**config.mk**
```make
export PLATFORM = sky130hd
export DESIGN_NAME = xilinx_sp_distram_ctrl
export DESIGN_NICKNAME = d
export VERILOG_FILES = /design/src/rtl/xilinx_sp_distram_ctrl.sv
export SDC_FILE = /design/constraint.sdc
export NUM_CORES = 1
export LEC_CHECK = 0
export ABC_AREA = 1
export CORE_AREA = 2 2 280 282
export DETAILED_ROUTE_END_ITERATION = 12
export DIE_AREA = 0 0 282 284
export PLACE_DENSITY = 0.52
export REMOVE_ABC_BUFFERS = 1
export SYNTH_ARGS = -nofsm -noshare
export SYNTH_HDL_FRONTEND = slang
export SYNTH_SLANG_ARGS = --single-unit
export TNS_END_PERCENT = 1
```
**constraint.sdc**
```tcl
create_clock -name WCLK -period 5.7 [get_ports WCLK]
set_input_delay 0.57 -clock WCLK [delete_from_list [all_inputs] [get_ports WCLK]]
set_output_delay 0.57 -clock WCLK [all_outputs]
set_load 0.02 [all_outputs]
```
**src/rtl/xilinx_sp_distram_ctrl.sv**
```systemverilog
// Single-port distributed RAM with byte-lane writes and a self-clearing sweep.
// Define XILINX_DISTRAM_OREG_EN for a registered, read-first output stage.
module xilinx_sp_distram_ctrl #(
    parameter int ADDR_WIDTH = 6,
    parameter int DATA_WIDTH = 8,
    parameter int BYTE_WIDTH = 8,
    parameter logic [DATA_WIDTH-1:0] CLEAR_VALUE = '0
) (
    input  logic                             WCLK,
    input  logic                             RST,
    input  logic [ADDR_WIDTH-1:0]            A,
    input  logic [DATA_WIDTH-1:0]            D,
    input  logic [DATA_WIDTH/BYTE_WIDTH-1:0] WE,
    input  logic                             EN,
    input  logic                             CLR,
    output logic [DATA_WIDTH-1:0]            O,
    output logic                             O_VALID,
    output logic                             BUSY,
    output logic                             DONE
);

    localparam int RAM_DEPTH = 2 ** ADDR_WIDTH;
    localparam int NUM_LANES = DATA_WIDTH / BYTE_WIDTH;
    localparam logic [ADDR_WIDTH-1:0] LAST_ADDR = '1;

    typedef enum logic {
        S_CLEAR,
        S_IDLE
    } state_t;

    state_t                  r_state;
    state_t                  w_next;
    logic [ADDR_WIDTH-1:0]   r_ptr;
    logic                    r_done;
    logic                    w_busy;
    logic [ADDR_WIDTH-1:0]   w_addr;
    logic [DATA_WIDTH-1:0]   w_wdata;
    logic [DATA_WIDTH-1:0]   w_rdata;
    logic [NUM_LANES-1:0]    w_lane_we;

    always_ff @(posedge WCLK or posedge RST) begin
        if (RST) begin
            r_state <= S_CLEAR;
            r_ptr   <= '0;
            r_done  <= 1'b0;
        end else begin
            r_state <= w_next;
            r_ptr   <= (r_state == S_CLEAR) ? r_ptr + 1'b1 : '0;
            r_done  <= (r_state == S_CLEAR) && (r_ptr == LAST_ADDR);
        end
    end

    always_comb begin
        w_next = r_state;
        unique case (r_state)
            S_CLEAR: if (r_ptr == LAST_ADDR) w_next = S_IDLE;
            S_IDLE:  if (CLR) w_next = S_CLEAR;
        endcase
    end

    // A clear request in IDLE wins over a user write on the same edge.
    always_comb begin
        w_busy    = (r_state == S_CLEAR);
        w_addr    = w_busy ? r_ptr : A;
        w_wdata   = w_busy ? CLEAR_VALUE : D;
        w_lane_we = '0;
        unique case (r_state)
            S_CLEAR: w_lane_we = '1;
            S_IDLE:  if (!CLR) w_lane_we = WE;
        endcase
    end

    for (genvar b = 0; b < DATA_WIDTH; b++) begin : g_bit
        logic [RAM_DEPTH-1:0] r_cell;
        always_ff @(posedge WCLK) begin
            if (w_lane_we[b/BYTE_WIDTH])
                r_cell[w_addr] <= w_wdata[b];
        end
        assign w_rdata[b] = r_cell[w_addr];
    end

`ifdef XILINX_DISTRAM_OREG_EN
    logic [DATA_WIDTH-1:0] r_o;
    logic                  r_valid;

    always_ff @(posedge WCLK or posedge RST) begin
        if (RST) begin
            r_o     <= '0;
            r_valid <= 1'b0;
        end else begin
            r_valid <= EN && !w_busy;
            if (EN && !w_busy)
                r_o <= w_rdata;
        end
    end

    assign O       = r_o;
    assign O_VALID = r_valid;
`else
    assign O       = w_rdata;
    assign O_VALID = EN && !w_busy;
`endif

    assign BUSY = w_busy;
    assign DONE = r_done;

endmodule
```
==> key figures <==
Status
  – Outcome: complete, no violations

Drt
  – Detailed router's first-iteration violation count: roughly 1100
  – Post-DR vias/cell: around 4.4
  – Pre-antenna DRT Iters: 6
  – DRC viols: 0
  – Antenna viol nets, final: 0
  – Detailed Route WL: between 50 and 60 mm
  – DR WL/cell: around 18 microns
  – Routed via count: approximately 14000

Cells and area
  – Area growth, synth to finish: 14.5%
  – Fillers: between 7000 and 8000
  – Non-filler cells in the finished layout: about 3300
  – Seq. cell area: between 15000 and 20000 sq um
  – Nets: approximately 2200
  – Multi-input logic area: between 5000 and 6000 sq um
  – Fin area: 26200 sq um
  – Layout cells sized above 1: 9.24%

Setup path
  – Worst EP required: between 5 and 6 ns
  – Worst reg2reg path depth: 8
  – Reg2reg start: r_state
  – Startpoint class of the critical path: register
  – Crit Path Class: register to output port
  – Critical path capture point type: output port
  – WP data arrival: 4.32 ns
  – FF-to-FF End: g_bit[1].r_cell[24]
  – Critical Path Fanout Max: about 110
  – Reg-to-reg slack, setup: ~1.9 ns

Pwr
  – Seq pwr share: roughly a third
  – Leakage Power: 10.7 nW
  – VDD IR max: 0.000339 V
  – P_sw: about 5.6 mW
  – Switching part of the total: between 40% and 50%
  – Combinational share of power: 38.5%
  – Power Dens Cells: about 530 nW/um^2
  – Internal Pwr Total: 8.34 mW
  – Clock power share: a little over a quarter

Placement
  – PortBufs: 29
  – Detailed placer's ending HPWL: around 33 mm
  – Placer Congestion: around 0.82
  – Cell Area, Placed: roughly 24000 sq um
  – Placed Cells: between 3000 and 4000

Yosys
  – Synth Instances: 2137
  – Async set-reset flop share out of synthesis: under 10%
  – Synth area leaders: edfxtp_1, nand2_1, inv_1
  – Synth unique cells: 31
  – Sequential share of the synthesized area: 68.1%
  – Yosys reg bits: 520
  – Area leader, netlist: edfxtp_1
  – Yosys top cell area share: between 60% and 70%
  – Ys flop type: edfxtp_1
  – Most frequent cell after synthesis: nand2_1
  – Commonest cells in the netlist: nand2_1, edfxtp_1, inv_1
  – Yosys warns: 0
  – Mapped Area: ~23000 sq um
  – Mean Syn Cell Area: around 11 sq um
  – Post-synth EDFFs: 512

GRT
  – Vias in the first global route: 14200
  – M1 GR Usage: between 10% and 20%
  – Met2 Track Usage GR: a little under a quarter
  – M3 GR Usage: between 2 and 3%
  – Initial antenna violation count: 0
  – GR peak layer: met2
  – Pin count of the biggest net entering global routing: between 100 and 150
  – First-pass GRT wire length: 86.4 mm
  – Gr usage total: 14.3%
  – GR Overflow Total: 0

STA
  – TNS Setup: 0 ns
  – Pins Over Slew Limit: 0
  – Setup violations, final: 0
  – Relative slew margins: about a quarter
  – Setup Skew: roughly 0.034 ns
  – Fin. Hold Viols: 0
  – Worst-Margin Slew: approximately 1.1 ns
  – RSZ-0062 raised after global routing: false
  – Final period util: a little under nine tenths
  – Fmax achieved: 204 MHz
  – Tmin final: 4.89 ns
  – Hold WS: slightly above 0.2 ns

CTS
  – Post-CTS setup buffer count: 0
  – Worst skew pair latency: between 0.6 and 0.7 ns
  – Hold_buf cts: 0
  – Clock slew at reported path FFs: 0.06 ns
  – Clk buf depth: 3
  – TritonCTS buffer count: between 50 and 60
  – Post_cts resized: 0
  – Max H-tree Level: 2
  – CTS tree: done
  – Sinks on Clock Net: 520
  – Root Buffer: clkbuf_16

Die
  – Die X: 282 microns
  – Core ar.: 77000 sq um
  – Area of the die: roughly 80000 sq um
  – Io pins: 30
  – Height of the die: between 200 and 300 microns
  – Initial core utilization: ~30%
  – # rows: between 100 and 150

Hold path
  – HP Class: input pin to asynchronous set/reset pin

Run
  – Max Cap Viol: 0
[worst max-delay path: stages (launching register included)]
cell and delay (ns):
dfrtp_1 0.36, buf_4 0.22, inv_2 0.22, nand2_1 0.18, nand2_8 0.54, buf_4 0.42, nand2_1 0.08, o211ai_1 0.14
nand2_1 0.08, nor2_1 0.11, nor2_1 0.05, nor2_1 0.22, nand3_1 0.32, clkdlybuf4s50_1 0.64
[metrics by stage]
stage	util [%]	setup slack [ns]	total power [mW]
final	34.0	0.809	13.9
after global routing	34.0	0.602	14.7
after CTS	34.0	0.799	14.0
after detailed placement	31.5	1.25	10.2
after global placement	31.5	1.22	10.2
after floorplan	-	0.259	8.14
[metal layers]
metal  part of all wire (%)  wire, microns  up-vias
met5                      0              0        -
met4                    2.4           1380        0
met3                    6.0           3430       82
met2                     47          26600      374
met1                     45          25700     6915
li1                       -              -     6984
[kinds of logic (layout without fill, tap and decap cells)]
logic type / count (synthesis) / after routing / share of synthesized area, %
buffers and inverters: 535 / 616 / 9.94
other: 0 / 1 / 0
AO/OA/AOI/OAI: 145 / 145 / 4.43
flip-flops: 520 / 520 / 68.1
AND/OR/NAND/NOR: 936 / 936 / 17.4
adder cells (fa/ha/maj): 1 / 1 / 0.0547
[cells in the final DEF, fill, tap and decap left out, types with 12 or more instances in the layout]
master / Yosys / final
buf_4: 6 / 26
o21ai_1: 40 / 40
inv_2: 8 / 16
nand2_2: 14 / 12
clkbuf_16: 0 / 59
nor2_1: 149 / 149
clkinv_1: 1 / 12
inv_1: 435 / 427
clkdlybuf4s50_1: 0 / 29
nand3_2: 17 / 17
edfxtp_1: 512 / 512
nand2_1: 580 / 580
o211ai_1: 89 / 89
clkinv_2: 0 / 20
nand3_1: 148 / 148
[state kept, by name, indices dropped and copies added (netlist names)]
signal,count
r_ptr,6
DONE,1
g_bit.r_cell,512
r_state,1
[worst max path at each step]
stage                       start    to  slack [ns]  cells after the start
after floorplan           r_state  O[2]        0.26                     10
after global placement       A[0]  O[2]        1.22                     12
after detailed placement     A[0]  O[2]        1.25                     12
after CTS                 r_state  O[2]        0.80                     13
after global routing      r_state  O[2]        0.60                     13
final                     r_state  O[2]        0.81                     13
[power groups by stage]
| stage | clock, mW | sequential [mW] | combinational, mW |
|---|---|---|---|
| 6_report | 3.82 | 4.74 | 5.35 |
| 5_1_grt | 4.04 | 4.77 | 5.90 |
| 4_1_cts | 3.89 | 4.74 | 5.39 |
| 3_5_place_dp | 0 | 4.82 | 5.37 |
| 3_3_place_gp | 0 | 4.81 | 5.35 |
| 2_1_floorplan | 0 | 4.80 | 3.34 |
[area by class of cell]
type	count	area share [%]
inverter	444	6.37
tap	1040	4.97
sequential	520	59.5
antenna	1	0.00956
clock inverter	49	1.81
multi-input combinational	1082	19.3
timing repair buffer	62	2.39
clock buffer	61	5.67
No activity file was read; power rests on OpenSTA's default activity.
